File: config.mk
export PLATFORM = sky130hd
export DESIGN_NAME = dmem_bridge
export DESIGN_NICKNAME = d
export VERILOG_FILES = /design/src/rtl/npc_bus_pkg.sv /design/src/rtl/bus_timeout_ctr.sv /design/src/rtl/dmem_bridge.sv
export SDC_FILE = /design/constraint.sdc
export NUM_CORES = 1
export LEC_CHECK = 0
export CORE_ASPECT_RATIO = 0.5
export CORE_MARGIN = 4
export CORE_UTILIZATION = 30
export CTS_CLUSTER_DIAMETER = 30
export DETAILED_ROUTE_END_ITERATION = 10
export REMOVE_ABC_BUFFERS = 1
export SYNTH_ARGS = -nofsm -noshare
export SYNTH_HDL_FRONTEND = slang
export SYNTH_SLANG_ARGS = --single-unit
File: constraint.sdc
create_clock -name clk -period 2.53 [get_ports clk]
set_input_delay 0.3795 -clock clk [delete_from_list [all_inputs] [get_ports clk]]
set_output_delay 0.3795 -clock clk [all_outputs]
set_load 0.05 [all_outputs]
File: src/rtl/npc_bus_pkg.sv
// Shared definitions for the core-to-data-bus bridge: FSM encoding, strobe width
// and word-alignment helpers.
package npc_bus_pkg;

  typedef enum logic [1:0] {
    ST_IDLE = 2'd0,
    ST_REQ  = 2'd1,
    ST_WAIT = 2'd2,
    ST_DONE = 2'd3
  } bridge_state_e;

  localparam int BUS_STRB_W = 4;

  localparam logic [31:0] ADDR_ALIGN_MASK = 32'hFFFF_FFFC;

  // The bus only accepts word-aligned addresses; sub-word selection is done downstream.
  function automatic logic [31:0] alignWord(input logic [31:0] addr);
    return addr & ADDR_ALIGN_MASK;
  endfunction

endpackage

File: src/rtl/bus_timeout_ctr.sv
// Cycle counter bounding the time a bridge access may spend on the bus.
// A TIMEOUT_CYCLES of 0 disables expiry entirely.
module bus_timeout_ctr #(
  parameter int TIMEOUT_CYCLES = 256
) (
  input  logic clk,
  input  logic rst,
  input  logic clr,
  input  logic en,
  output logic expired
);

  localparam int CNT_W = (TIMEOUT_CYCLES > 0) ? $clog2(TIMEOUT_CYCLES + 1) : 1;
  localparam logic [CNT_W-1:0] CNT_LAST =
    (TIMEOUT_CYCLES > 0) ? CNT_W'(TIMEOUT_CYCLES - 1) : '0;

  logic [CNT_W-1:0] count_q;

  // Count busy cycles and saturate on the last one so expiry stays asserted until cleared.
  always_ff @(posedge clk) begin
    if (rst) begin
      count_q <= '0;
    end else if (clr) begin
      count_q <= '0;
    end else if (en && (count_q != CNT_LAST)) begin
      count_q <= count_q + CNT_W'(1);
    end
  end

  assign expired = (TIMEOUT_CYCLES > 0) && (count_q == CNT_LAST);

endmodule

File: src/rtl/dmem_bridge.sv
// Turns the core's single-cycle data-memory access into a valid/ready bus
// transaction, stalling the core until the response (or a timeout) completes it.
// Responses that arrive outside the wait phase are recorded in a sticky flag.
module dmem_bridge
  import npc_bus_pkg::*;
#(
  parameter int TIMEOUT_CYCLES = 256
) (
  input  logic                  clk,
  input  logic                  rst,
  input  logic                  req_valid,
  input  logic                  req_wen,
  input  logic [31:0]           req_addr,
  input  logic [31:0]           req_wdata,
  input  logic [7:0]            req_wmask,
  output logic                  stall,
  output logic [31:0]           rsp_rdata,
  output logic                  rsp_err,
  output logic                  done,
  output logic                  stray_rsp,
  output logic                  mem_req_valid,
  input  logic                  mem_req_ready,
  output logic [31:0]           mem_req_addr,
  output logic                  mem_req_wen,
  output logic [31:0]           mem_req_wdata,
  output logic [BUS_STRB_W-1:0] mem_req_wstrb,
  input  logic                  mem_rsp_valid,
  input  logic [31:0]           mem_rsp_rdata,
  input  logic                  mem_rsp_err
);

  bridge_state_e         state_q;
  logic                  reqWen_q;
  logic [31:0]           reqAddr_q;
  logic [31:0]           reqWdata_q;
  logic [BUS_STRB_W-1:0] reqWstrb_q;
  logic                  memReqValid_q;
  logic                  done_q;
  logic [31:0]           rspRdata_q;
  logic                  rspErr_q;
  logic                  stray_q;

  logic tmoClr;
  logic tmoEn;
  logic tmoExpired;

  // Only the low strobe bits reach the bus; the upper mask bits are don't-care.
  logic unused_wmaskHi;
  assign unused_wmaskHi = ^req_wmask[7:BUS_STRB_W];

  // The timeout window opens when a request is accepted from the core and
  // covers every cycle spent presenting the request or waiting for its response.
  assign tmoClr = (state_q == ST_IDLE) && req_valid;
  assign tmoEn  = (state_q == ST_REQ) || (state_q == ST_WAIT);

  bus_timeout_ctr #(
    .TIMEOUT_CYCLES(TIMEOUT_CYCLES)
  ) u_timeout (
    .clk    (clk),
    .rst    (rst),
    .clr    (tmoClr),
    .en     (tmoEn),
    .expired(tmoExpired)
  );

  // Access sequencing: latch the core request, present it until accepted, wait for
  // the response (or give up on timeout), then release the core for one commit cycle.
  always_ff @(posedge clk) begin
    if (rst) begin
      state_q       <= ST_IDLE;
      reqWen_q      <= 1'b0;
      reqAddr_q     <= '0;
      reqWdata_q    <= '0;
      reqWstrb_q    <= '0;
      memReqValid_q <= 1'b0;
      done_q        <= 1'b0;
      rspRdata_q    <= '0;
      rspErr_q      <= 1'b0;
      stray_q       <= 1'b0;
    end else begin
      if (mem_rsp_valid && (state_q != ST_WAIT)) begin
        stray_q <= 1'b1;
      end

      case (state_q)
        ST_IDLE: begin
          if (req_valid) begin
            reqWen_q      <= req_wen;
            reqAddr_q     <= alignWord(req_addr);
            reqWdata_q    <= req_wdata;
            reqWstrb_q    <= req_wen ? req_wmask[BUS_STRB_W-1:0] : '0;
            memReqValid_q <= 1'b1;
            state_q       <= ST_REQ;
          end
        end

        ST_REQ: begin
          if (mem_req_ready) begin
            memReqValid_q <= 1'b0;
            state_q       <= ST_WAIT;
          end else if (tmoExpired) begin
            memReqValid_q <= 1'b0;
            rspRdata_q    <= '0;
            rspErr_q      <= 1'b1;
            done_q        <= 1'b1;
            state_q       <= ST_DONE;
          end
        end

        ST_WAIT: begin
          if (mem_rsp_valid) begin
            rspRdata_q <= mem_rsp_rdata;
            rspErr_q   <= mem_rsp_err;
            done_q     <= 1'b1;
            state_q    <= ST_DONE;
          end else if (tmoExpired) begin
            rspRdata_q <= '0;
            rspErr_q   <= 1'b1;
            done_q     <= 1'b1;
            state_q    <= ST_DONE;
          end
        end

        ST_DONE: begin
          done_q  <= 1'b0;
          state_q <= ST_IDLE;
        end

        default: begin
          memReqValid_q <= 1'b0;
          done_q        <= 1'b0;
          state_q       <= ST_IDLE;
        end
      endcase
    end
  end

  // The core must freeze in the very cycle it presents an access, so the idle
  // term of the stall is taken straight from req_valid.
  always_comb begin
    stall = 1'b0;
    case (state_q)
      ST_IDLE: stall = req_valid;
      ST_REQ:  stall = 1'b1;
      ST_WAIT: stall = 1'b1;
      default: stall = 1'b0;
    endcase
  end

  assign done          = done_q;
  assign rsp_rdata     = rspRdata_q;
  assign rsp_err       = rspErr_q;
  assign stray_rsp     = stray_q;
  assign mem_req_valid = memReqValid_q;
  assign mem_req_addr  = reqAddr_q;
  assign mem_req_wen   = reqWen_q;
  assign mem_req_wdata = reqWdata_q;
  assign mem_req_wstrb = reqWstrb_q;

endmodule

==> Yosys cells after proc, flatten, opt, wreduce, memory -nomap -nowiden <==
Cells that the tools add are included.
{ "totals": {"register_bits": 114, "input_bits": 111, "output_inout_bits": 106, "elab_cells": 58} }
{ "op_classes": {"add_sub_neg": 1, "eq_ne": 9, "muxes": 23, "reduce_logical": 14} }
{ "op_table": {"columns": ["op", "n"], "rows": [
  ["32-bit two-way mux", 3],
  ["32-bit case mux with 2 select lines", 1],
  ["9-bit by 1-bit adder with 9-bit output (second input constant)", 1],
  ["9-bit by 8-bit == test with 1-bit output (second input constant)", 1],
  ["1-bit two-way mux", 9],
  ["9-bit by 8-bit != test with 1-bit output (second input constant)", 1],
  ["2-bit two-way mux", 4],
  ["2-bit case mux with 4 select lines", 1],
  ["2-bit != test (second input constant)", 3],
  ["1-bit case mux with 2 select lines", 3],
  ["2-bit AND reduction", 3],
  ["2-bit == test (second input constant)", 2],
  ["4-bit two-way mux", 1],
  ["2-bit nonzero test", 2],
  ["2-bit OR reduction", 2],
  ["1-bit logical AND", 3],
  ["3-bit != test (second input constant)", 1],
  ["1-bit case mux with 3 select lines", 1],
  ["3-bit AND reduction", 1],
  ["3-bit nonzero test", 1],
  ["2-bit by 1-bit == test with 1-bit output (second input constant)", 1],
  ["2-bit logical NOT", 1],
  ["1-bit logical OR", 1]
]} }

==> Depth between registers and ports, before layout <==
{ "depth": {"ltp_word": 4, "ltp_mapped": 8, "depth_no_buf": 7} }

==> By module <==
Synthesis repeated with hierarchy kept, for this count alone.
{ "unflattened": {"cells_unflattened": 460, "hier_area_um2": 4120.2} }
{ "modules_own_cells": {"columns": ["module", "instances", "cells_each", "area_each_um2", "seq_area_each_um2"], "rows": [
  ["dmem_bridge", 1, 413, 3703.6, 2102.0],
  ["bus_timeout_ctr", 1, 47, 416.6, 180.2]
]} }

==> Least setup slack after synthesis <==
No wires, ideal clock.
{ "synth_path": {"kind": "register -> output", "start": "register state_q[0]", "end": "output port stall", "arrival_time_ns": 1.787, "required_ns": 2.151, "slack_ns": 0.364, "path_stages_with_launch": 8, "n_path_buf": 2, "cell_sequence": "dfxtp_1 inv_1 ha_1 and2_1 buf_4 buf_2 nor2_1 nor2_1"} }
{ "synth_between": {"elab_chain_len": 3, "elab_cells_between_ends": 5, "cone_classes": "eq/ne (2); mux (1); reduce/logical (2)"} }
{ "synth_rtl": {"columns": ["item", "line", "rtl"], "rows": [
  ["start, declared", "dmem_bridge.sv:32", "bridge_state_e state_q;"],
  ["start signal, assigned", "dmem_bridge.sv:70", "state_q <= ST_IDLE;"],
  ["start signal, assigned", "dmem_bridge.sv:93", "state_q <= ST_REQ;"],
  ["start signal, assigned", "dmem_bridge.sv:100", "state_q <= ST_WAIT;"],
  ["2-bit by 1-bit == test with 1-bit output or 2-bit == test (tied branches)", "dmem_bridge.sv:142", "case (state_q)"],
  ["2-bit OR reduction (no line)", null, null],
  ["1-bit case mux with 2 select lines *", "dmem_bridge.sv:142", null],
  ["end, declared", "dmem_bridge.sv:16", "output logic stall,"]
]} }
Every way passes the cells marked *; elsewhere a longest branch is shown, timed or not.

==> Worst setup path after layout <==
Ends and elaborated chain as after synthesis.

==> flow_summary.toml <==
[placed_design]
post-place-ws_ns = 0.559
gp_congestion = 0.765
dp_cells = 913
io_buffers = 208
dp_hpwl_um = 9800

[die]
initial_core_util_pct = 31.5
die_width_um = 185
core-area_um2 = 14900
die_area_um2 = 17800
core.rowCount = 31
die_h_um = 96.3
io_pins = 217

[clock_network]
clk_pin_slew_ns = 0.06
holdBufCountCts = 0
cts.htree.levels = 4
root_buffer = "clkbuf_16"
cts-resized-gates = 0
numCtsBuffers = 17
cts_setup_buffers = 0
cts_buffer_depth = 2
clk_latency_ns = 0.40
cts_sinks = 114
cts_tree = "yes"

[sta]
tightest_slew_ns = 0.546
period_share_pct = 88.4
min_period_ns = 2.24
setup_viol = 0
fin_tns_setup_ns = 0
fin_ws_ns = 0.294
fmax_ghz = 0.447
maxSlewViolCount = 0
skew_ns = 0.0114
slew_headroom_pct = 63.5
rsz0062_at_grt = "no"
hold_viol = 0

[worst_hold_path]
hold_path.class = "input pin to flop"

[grt]
grt_start_max_net_pins = 87
first_global_vias = 4424
antenna_found_initial = 0
track_usage_pct = 15.6
overflow = 0
grt_pass1_wl_um = 22300

[synth]
synth_area_um2 = 4680
synthAdderAreaFrac_pct = 2.41
postSynthCellCount = 538
yosys_warnings = 0
ys_types = 39
synth_compound_area_share_pct = 19.6
ys_ff_latch = 114
synth_top_family_by_area = "compound AO/OA/AOI/OAI gates"
muxShareOfSynthArea_pct = 0.214
avgSynthCellArea_um2 = 8.70
synthSimpleGateAreaFrac_pct = 18.5
ys_seq_area_share_pct = 48.8
synth-xor-area-share_pct = 0.374

[critical_path]
critical_path_class = "flop to output port"
arrival_ns = 1.86
critPathMaxFanout = 7
cp_data_required_time_ns = 2.15
cp-start-kind = "flop"
endpoint_kind = "output port"

[detailed_routing]
drc_errors = 0
first_pass_iters = 4
vias = 4476
drt_iter0_drc = 140
wl_per_cell_um = 15.2
finalWirelength_um = 14400
viasPerCell = 4.74
ant_nets = 0

[power]
p_leak_nw = 2.58
p_per_area_nw_per_um2 = 780
vdd_ir_drop_max_mv = 0.432
total_power_mw = 5.69

[final_layout]
nFillCells = 1433
syn2layout_area_growth_pct = 55.8
nets = 854
drive_gt1_share_pct = 7.10
fin_util_pct = 49.1
fin_cells = 945
antenna_cells = 0
layout_common_cells = "206 x clkdlybuf4s50_1, 137 x nand2_1, 114 x dfxtp_1"
final_common_cell = "clkdlybuf4s50_1"

[outcome]
status = "complete, no violations"

[flow_run]
drv_cap = 0
-- where the power goes --
group	internal, mW	total (mW)	switching, mW
Sequential	1.92	1.99	0.0656
Combinational	0.512	1.41	0.895
Clock	1.38	2.30	0.919
Total	3.81	5.69	1.88
-- layer usage --
| layer | up-vias | GRT usage (%) | routed length (µm) |
|---|---|---|---|
| li1 | 2251 | - | - |
| met1 | 2093 | 18.4 | 6440 |
| met2 | 122 | 27.8 | 6910 |
| met3 | 10 | 4.57 | 898 |
| met4 | 0 | 4.70 | 140 |
| met5 | - | 0 | 0 |
-- worst max-delay path, cell delays in order, from the launching register on --
cell     delay [ns]
dfxtp_1        0.38
inv_1          0.13
ha_1           0.32
and2_2         0.24
nor2_1         0.04
nor2_1         0.18
buf_12         0.17
-- Yosys cell counts --
master,number,area (µm²)
nand2_1,138,518
dfxtp_1,114,2280
a21oi_1,106,531
nand3_1,38,190
o31ai_1,33,248
clkbuf_8,12,165
clkbuf_1,9,33.8
ha_1,9,113
buf_6,7,78.8
inv_1,7,26.3
nor2_1,7,26.3
buf_2,6,30.0
buf_4,6,45.0
nand2b_1,5,31.3
o21ai_0,4,20.0
and2_1,3,18.8
buf_12,3,60.1
nand4b_1,3,26.3
or3_1,3,18.8
a211oi_1,2,15.0
buf_8,2,30.0
nor3_1,2,10.0
o311ai_0,2,17.5
o41ai_1,2,17.5
a21oi_4,1,16.3
a31oi_1,1,6.26
conb_1,1,3.75
mux2i_1,1,10.0
nand3b_1,1,7.51
nand4_1,1,6.26
nor2_2,1,6.26
o211a_1,1,10.0
o211ai_1,1,7.51
o21a_1,1,7.51
o221a_1,1,11.3
o221a_2,1,11.3
or2_2,1,6.26
xnor2_1,1,8.76
xor2_1,1,8.76
-- through the flow --
step                      hold slack, ns  area [µm²]
after floorplan                    0.436        4240
after global placement             0.439        6720
after detailed placement           0.443        6720
after CTS                          0.318        7290
after global routing               0.355        7290
final                              0.347        7290
-- cell type report --
class / count / area (µm²) / share of cell area [%]
multi-input combinational: 373 / 1940 / 26.5
timing repair buffer: 221 / 2220 / 30.5
clock inverter: 15 / 149 / 2.04
clock buffer: 17 / 425 / 5.83
tap: 198 / 248 / 3.40
inverter: 7 / 26.3 / 0.360
sequential: 114 / 2280 / 31.3
-- final timing paths --
check | startpoint | to | cells after the start | slack (ns)
setup / recovery | state_q[0] | stall | 6 | 0.29
hold / removal | rst | stray_rsp | 2 | 0.35
setup reg to reg | u_timeout.count_q[1] | rsp_rdata[1] | 8 | 0.66
hold reg to reg | mem_req_wstrb[3] | mem_req_wstrb[3] | 2 | 0.45
-- cell families after synthesis --
logic type,after synthesis
XOR/XNOR,2
AO/OA/AOI/OAI,156
adder cells (fa/ha/maj),9
multiplexers,1
other,1
flip-flops,114
AND/OR/NAND/NOR,203
buffers and inverters,52
-- flip-flops by register name (all words and copies together) (netlist names) --
| signal | cells |
|---|---|
| done | 1 |
| mem_req_addr | 30 |
| mem_req_valid | 1 |
| mem_req_wdata | 32 |
| mem_req_wen | 1 |
| mem_req_wstrb | 4 |
| rsp_err | 1 |
| rsp_rdata | 32 |
| state_q | 2 |
| stray_rsp | 1 |
| u_timeout.count_q | 9 |
Power figures use the tool's default switching activity.
